`src/rtl/instruction_fetch_unit_if.sv`:
```
// rtl/instruction_fetch_unit_if.sv - fetch-stage control, imem and IF/ID bundle
interface instruction_fetch_unit_if #(
  parameter int IMEM_ADDR_W = 10
);
  logic                   Stall;
  logic                   Redirect;
  logic [31:0]            RedirectPC;
  logic [IMEM_ADDR_W-1:0] IMemAddr;
  logic [31:0]            IMemData;
  logic [31:0]            PC_IF;
  logic [31:0]            Instruction_ID;
  logic [31:0]            PCPlus4_ID;
  logic [5:0]             InstCode;
  logic [5:0]             FunctCode;
  logic [4:0]             RegImm;
  logic [31:0]            NopCheck;
  logic                   ValidID;
  logic [31:0]            FetchCount;
  logic [15:0]            FlushCount;

  modport master (
    input  Stall, Redirect, RedirectPC, IMemData,
    output IMemAddr, PC_IF, Instruction_ID, PCPlus4_ID, InstCode, FunctCode,
           RegImm, NopCheck, ValidID, FetchCount, FlushCount
  );

  modport slave (
    output Stall, Redirect, RedirectPC, IMemData,
    input  IMemAddr, PC_IF, Instruction_ID, PCPlus4_ID, InstCode, FunctCode,
           RegImm, NopCheck, ValidID, FetchCount, FlushCount
  );
endinterface

```
`src/rtl/instruction_fetch_unit.sv`:
```
// rtl/instruction_fetch_unit.sv - PC, imem addressing and IF/ID register
module instruction_fetch_unit #(
  parameter logic [31:0] RESET_PC    = 32'h0000_0000,
  parameter int          IMEM_ADDR_W = 10
) (
  input logic                    Clk,
  input logic                    Rst,
  instruction_fetch_unit_if.master bus
);
  logic [31:0] pc;
  logic [31:0] inst_id;
  logic [31:0] pc_plus4_id;
  logic        valid_id;
  logic [31:0] fetch_count;
  logic [15:0] flush_count;
  logic [31:0] pc_plus4;

  assign pc_plus4 = pc + 32'd4;

  // Redirect outranks stall so a taken branch is never lost behind a hazard hold.
  always_ff @(posedge Clk) begin
    if (!Rst) begin
      pc          <= {RESET_PC[31:2], 2'b00};
      inst_id     <= 32'd0;
      pc_plus4_id <= 32'd0;
      valid_id    <= 1'b0;
      fetch_count <= 32'd0;
      flush_count <= 16'd0;
    end else if (bus.Redirect) begin
      pc          <= {bus.RedirectPC[31:2], 2'b00};
      inst_id     <= 32'd0;
      pc_plus4_id <= 32'd0;
      valid_id    <= 1'b0;
      if (flush_count != 16'hFFFF) begin
        flush_count <= flush_count + 16'd1;
      end
    end else if (!bus.Stall) begin
      pc          <= pc_plus4;
      inst_id     <= bus.IMemData;
      pc_plus4_id <= pc_plus4;
      valid_id    <= 1'b1;
      fetch_count <= fetch_count + 32'd1;
    end
  end

  assign bus.IMemAddr       = pc[IMEM_ADDR_W+1:2];
  assign bus.PC_IF          = pc;
  assign bus.Instruction_ID = inst_id;
  assign bus.PCPlus4_ID     = pc_plus4_id;
  assign bus.ValidID        = valid_id;
  assign bus.FetchCount     = fetch_count;
  assign bus.FlushCount     = flush_count;

  // A flushed slot is all zeros, so every decode slice reads as a NOP.
  assign bus.InstCode  = inst_id[31:26];
  assign bus.FunctCode = inst_id[5:0];
  assign bus.RegImm    = inst_id[20:16];
  assign bus.NopCheck  = inst_id;
endmodule

```
`src/flat_wrapper.sv`:
```
// flat-port wrapper written by rule: the top's interface ports become plain ports
module instruction_fetch_unit_flat 
#(
  parameter logic [31:0] RESET_PC    = 32'h0000_0000,
  parameter int          IMEM_ADDR_W = 10
)
  (Clk, Rst, bus_Stall, bus_Redirect, bus_RedirectPC, bus_IMemData, bus_IMemAddr, bus_PC_IF, bus_Instruction_ID, bus_PCPlus4_ID, bus_InstCode, bus_FunctCode, bus_RegImm, bus_NopCheck, bus_ValidID, bus_FetchCount, bus_FlushCount);
  instruction_fetch_unit_if #(.IMEM_ADDR_W(IMEM_ADDR_W)) bus_i ();
  input logic Clk;
  input logic Rst;
  input wire logic [$bits(bus_i.Stall)-1:0] bus_Stall;
  input wire logic [$bits(bus_i.Redirect)-1:0] bus_Redirect;
  input wire logic [$bits(bus_i.RedirectPC)-1:0] bus_RedirectPC;
  input wire logic [$bits(bus_i.IMemData)-1:0] bus_IMemData;
  output wire logic [$bits(bus_i.IMemAddr)-1:0] bus_IMemAddr;
  output wire logic [$bits(bus_i.PC_IF)-1:0] bus_PC_IF;
  output wire logic [$bits(bus_i.Instruction_ID)-1:0] bus_Instruction_ID;
  output wire logic [$bits(bus_i.PCPlus4_ID)-1:0] bus_PCPlus4_ID;
  output wire logic [$bits(bus_i.InstCode)-1:0] bus_InstCode;
  output wire logic [$bits(bus_i.FunctCode)-1:0] bus_FunctCode;
  output wire logic [$bits(bus_i.RegImm)-1:0] bus_RegImm;
  output wire logic [$bits(bus_i.NopCheck)-1:0] bus_NopCheck;
  output wire logic [$bits(bus_i.ValidID)-1:0] bus_ValidID;
  output wire logic [$bits(bus_i.FetchCount)-1:0] bus_FetchCount;
  output wire logic [$bits(bus_i.FlushCount)-1:0] bus_FlushCount;
  assign bus_i.Stall = bus_Stall;
  assign bus_i.Redirect = bus_Redirect;
  assign bus_i.RedirectPC = bus_RedirectPC;
  assign bus_i.IMemData = bus_IMemData;
  assign bus_IMemAddr = bus_i.IMemAddr;
  assign bus_PC_IF = bus_i.PC_IF;
  assign bus_Instruction_ID = bus_i.Instruction_ID;
  assign bus_PCPlus4_ID = bus_i.PCPlus4_ID;
  assign bus_InstCode = bus_i.InstCode;
  assign bus_FunctCode = bus_i.FunctCode;
  assign bus_RegImm = bus_i.RegImm;
  assign bus_NopCheck = bus_i.NopCheck;
  assign bus_ValidID = bus_i.ValidID;
  assign bus_FetchCount = bus_i.FetchCount;
  assign bus_FlushCount = bus_i.FlushCount;
  instruction_fetch_unit #(.RESET_PC(RESET_PC), .IMEM_ADDR_W(IMEM_ADDR_W)) u_core (.Clk(Clk), .Rst(Rst), .bus(bus_i));
endmodule
```
`config.mk`:
```
export PLATFORM = sky130hd
export DESIGN_NAME = instruction_fetch_unit_flat
export DESIGN_NICKNAME = d
export VERILOG_FILES = /design/src/rtl/instruction_fetch_unit_if.sv /design/src/rtl/instruction_fetch_unit.sv /design/src/flat_wrapper.sv
export SDC_FILE = /design/constraint.sdc
export NUM_CORES = 1
export LEC_CHECK = 0
export CELL_PAD_IN_SITES_DETAIL_PLACEMENT = 2
export CELL_PAD_IN_SITES_GLOBAL_PLACEMENT = 2
export CORE_MARGIN = 1.5
export CORE_UTILIZATION = 27
export DETAILED_ROUTE_END_ITERATION = 10
export PLACE_DENSITY = 0.93
export RECOVER_POWER = 25
export SYNTH_ARGS = -nofsm -noshare
export SYNTH_HDL_FRONTEND = slang
export SYNTH_SLANG_ARGS = --single-unit
```
`constraint.sdc`:
```
create_clock -name Clk -period 5.99 [get_ports Clk]
set_clock_uncertainty 0.15 [all_clocks]
set_input_delay 0.8985 -clock Clk [delete_from_list [all_inputs] [get_ports Clk]]
set_output_delay 0.8985 -clock Clk [all_outputs]
set_load 0.02 [all_outputs]
```
==> results.md <==
Status:
- The final reports fail on max-capacitance violations, max-slew violations.
- The run finished, with violations left.

Synthesis:
- The area share of the largest cell type after synthesis is 40.1%.
- The most instantiated flip-flop cell in the synthesis netlist is dfxtp_1.
- The complex-gate fraction of the synthesized area is 10.1%.
- The count of yosys warnings during synthesis is 0.
- By count the netlist is led by dfxtp_1 (141), o21ai_0 (66), buf_4 (64).
- The synthesized design contains 0 enable-type register cells.
- The post-synthesis area per instance is 8.66 um^2.
- Of the total synthesized cell area, the portion taken by XOR and XNOR cells is 10.5%.
- The most common cell in the synthesized netlist is dfxtp_1.
- Sequential cells were found to cover 40.1% of the synthesized design area.
- In the synthesized netlist, mux cells make up under 10% of the area.
- In the post-synthesis netlist, the biggest area contributors are dfxtp_1 (40%), buf_4 (6.8%), xor2_1 (6.1%).
- The dominant combinational cell family by area after synthesis is simple AND/OR/NAND/NOR gates.
- The cell accounting for the most synthesized area is dfxtp_1.
- In this run, distinct cell masters in the synthesized netlist total 48.
- The async set or reset register ratio after synthesis is 0%.
- The basic-gate share of the synthesized area counting and, or, nand and nor cells is 23.2%.
- Summing the areas of all fa, ha and maj instances in the mapped netlist gives 0.534% of the synthesized area.
- Counting every instance in the synthesized netlist gives about 810.
- The flop and latch count out of synthesis is around 140.
- The synthesized netlist occupies a cell area of between 7000 and 8000 um^2.

Routing:
- Once detail routing completed, the nets flagged for antenna violations numbered 0.
- The total via count after detailed routing is 6,592.
- The number of design-rule violations left by the first detailed-router iteration is 190.
- The first-pass iteration count of the detailed router is 4.
- The via density per instance is around 4.9.
- The average wire length per cell after detail routing is around 19 um.
- After detailed routing, the total wire length is between 20 and 30 mm.
- The post-detailed-route DRC marker count is 0.

Setup path:
- The worst flop-to-flop path endpoint is u_core.bus.PCPlus4_ID[30].
- The count of cells along the worst register-to-register path is 5.
- The startpoint identified for the worst register-to-register timing path is u_core.bus.PC_IF[5].
- The highest fanout seen on the critical path is 41.
- The worst setup slack for register-to-register paths is roughly 3 ns.
- For the worst setup path, the data arrival time is between 4 and 5 ns.
- The capturing element type of the critical path is a register.
- The worst setup path is launched from a primary input.
- The startpoint-to-endpoint class of the critical path is in2reg.
- Data on the critical path is required at its endpoint by just over 6 ns.

Clock tree:
- The latest clock arrival within the worst-skew pair is 0.42 ns.
- The post-CTS setup buffer count is 0.
- The clock passes through at most 2 buffers.
- The cell chosen for the clock root is clkbuf_16.
- The number of clock buffers inserted by TritonCTS is 17.
- TritonCTS built the clock tree.
- The clock-pin transition on the worst setup and hold timing paths is around 0.07 ns.
- Hold repair after CTS inserted 0 buffers.
- The post-cts gate resize count is 0.
- For this design, the sink count on the clock tree is roughly 140.
- In this run the number of H-tree levels came out at 4.

Place:
- Detailed placement finished with a half-perimeter wire length of approximately 19 mm.
- The count of buffers added on input and output ports is 265.
- The number of placed instances, taps included, is 1,305.
- The standard cell area after detailed placement is between 9000 and 10,000 um^2.
- The weighted congestion at the end of routability-driven global placement is 0.766.

Global routing:
- The via count of the first global-routing pass was 6,943.
- For this run, global-route usage on met2 was measured as around a third.
- For met3 alone, demand over resource in global routing was roughly 3.9%.
- Across every metal layer, demand over resource in global routing totals between 10% and 20%.
- Global routing finished with a remaining overflow of 0.
- The global-route wire length before repair is 39.3 mm.
- The number of antenna violations at the first check in global routing is 0.
- The maximum number of pins on one net before global-route repair is between 50 and 60.
- The fraction of met1 tracks used by global routing is a little over a fifth.
- The most heavily used metal layer in global routing is met2.

Worst hold path:
- The launch point of the worst hold path is u_core.bus.ValidID.
- The hold-critical path endpoint is u_core.bus.ValidID.
- The depth of the worst hold-timing path is 1.
- The path category of the worst min-delay check is reg2reg.

STA:
- Setup repair after global routing left no endpoint under its margin.
- Setup total negative slack on the finished layout was measured at 0 ns.
- The final count of hold timing violations is 0.
- Setup violations remaining at the end of the flow were counted as 0.
- The final critical-path required period is ~3.9 ns.
- The count of final max-slew check failures is 42.
- The actual slew at the worst max-slew pin is around 1.7 ns.
- The max-slew headroom at the worst pin is -14.4%.
- Static timing analysis puts the maximum clock frequency at between 0.2 and 0.3 GHz.
- The final critical-path share of the clock period is between 60% and 70%.

Power:
- For this design the ratio of total power to cell area is 237 nW/um^2.
- In this run the static leakage power is around 3.7 nW.
- The worst vdd rail ir drop is 0.111 mV.

Floorplan:
- The die is about 160 um tall.
- The width of the chip is roughly 160 um.
- ~270 I/O pins were placed.
- The region available for standard cell placement spans roughly 25,000 um^2.
- The area of the die is around 27,000 um^2.
- The initial core utilization is between 20% and 30%.
- The number of rows created at floorplan is 58.

Cells and area:
- Cells with a size suffix above 1 make up 5.56% of the layout.
- The count of cells in the finished layout, fillers not included, comes to 1,338.
- The area growth from synthesis to layout is 42.8%.
- At the end of the flow, the number of nets in the layout was approximately 1,100.
- The final design utilization is just under 40%.
- Once layout is done, the placed cells without fillers occupy around 10,000 um^2.

Job:
- Across the run, the number of max-cap violations was 1.
==> where the power goes <==
part	leakage, nW	switching [mW]	internal, mW
Clock	0.278	0.461	0.590
Sequential	1.15	0.0475	0.968
Combinational	2.26	0.160	0.151
Total	3.69	0.668	1.71
==> cell type report <==
class,count,area (um^2)
fill,2805,15400
multi-input combinational,554,3510
sequential,141,2820
timing repair buffer,272,2690
clock buffer,18,439
tap,330,413
clock inverter,14,134
inverter,8,30.0
antenna,1,2.50
==> state kept, by name, summed over array words and instances, names as in the netlist <==
signal / flops
u_core.bus.FetchCount: 32
u_core.bus.Instruction_ID: 32
u_core.bus.PCPlus4_ID: 30
u_core.bus.PC_IF: 30
u_core.bus.FlushCount: 16
u_core.bus.ValidID: 1
==> per-layer routing <==
metal	up-vias	routed length, um
met1	3261	10400
met5	-	0
met4	0	461
li1	3100	-
met3	27	1520
met2	204	13200
==> worst max-delay path: stages <==
cell           delay [ns]
dlygate4sd3_1        0.55
clkbuf_1             0.57
inv_1                0.23
clkbuf_1             1.25
o21ai_0              0.37
a21oi_1              0.21
==> worst max path at each step <==
stage / startpoint / end / depth (start not counted)
finish: bus_Redirect / u_core.bus.PC_IF[28] / 6
global route: bus_Redirect / u_core.bus.PC_IF[26] / 6
CTS: bus_Redirect / u_core.bus.FetchCount[27] / 7
detailed placement: bus_Redirect / u_core.bus.FetchCount[27] / 7
global placement: bus_Redirect / u_core.bus.FetchCount[31] / 7
floorplan: bus_Redirect / u_core.bus.FetchCount[27] / 7
==> through the flow <==
| stage | setup WS, ns | hold slack (ns) | power (mW) |
|---|---|---|---|
| after floorplan | 3.49 | 0.391 | 1.20 |
| after detailed placement | 2.37 | 0.298 | 1.35 |
| after global routing | 1.72 | 0.326 | 2.48 |
| after CTS | 2.84 | 0.315 | 2.42 |
| after global placement | 2.58 | 0.291 | 1.34 |
| final | 2.04 | 0.302 | 2.38 |
==> cell usage in the layout, fill, tap and decap left out, types with 15 or more instances in the layout <==
master	synthesis	final
a21oi_1	39	39
and2_1	42	30
clkbuf_16	0	17
clkdlybuf4s50_1	0	237
dfxtp_1	141	141
dlygate4sd3_1	0	26
mux2i_1	38	38
nand2_1	56	56
nand3_1	32	32
nand4_1	23	23
nor2_1	57	57
nor3_1	20	20
nor4_1	15	15
o21ai_0	66	66
xnor2_1	35	35
xor2_1	49	49
==> cells by family (layout without fill, tap and decap cells) <==
logic type,count (synthesis),in the layout
adder cells (fa/ha/maj),3,3
AO/OA/AOI/OAI,128,128
flip-flops,141,141
buffers and inverters,120,312
multiplexers,38,38
other,1,5
XOR/XNOR,84,84
AND/OR/NAND/NOR,297,297
Note: power is estimated with default switching activity, not from simulation.
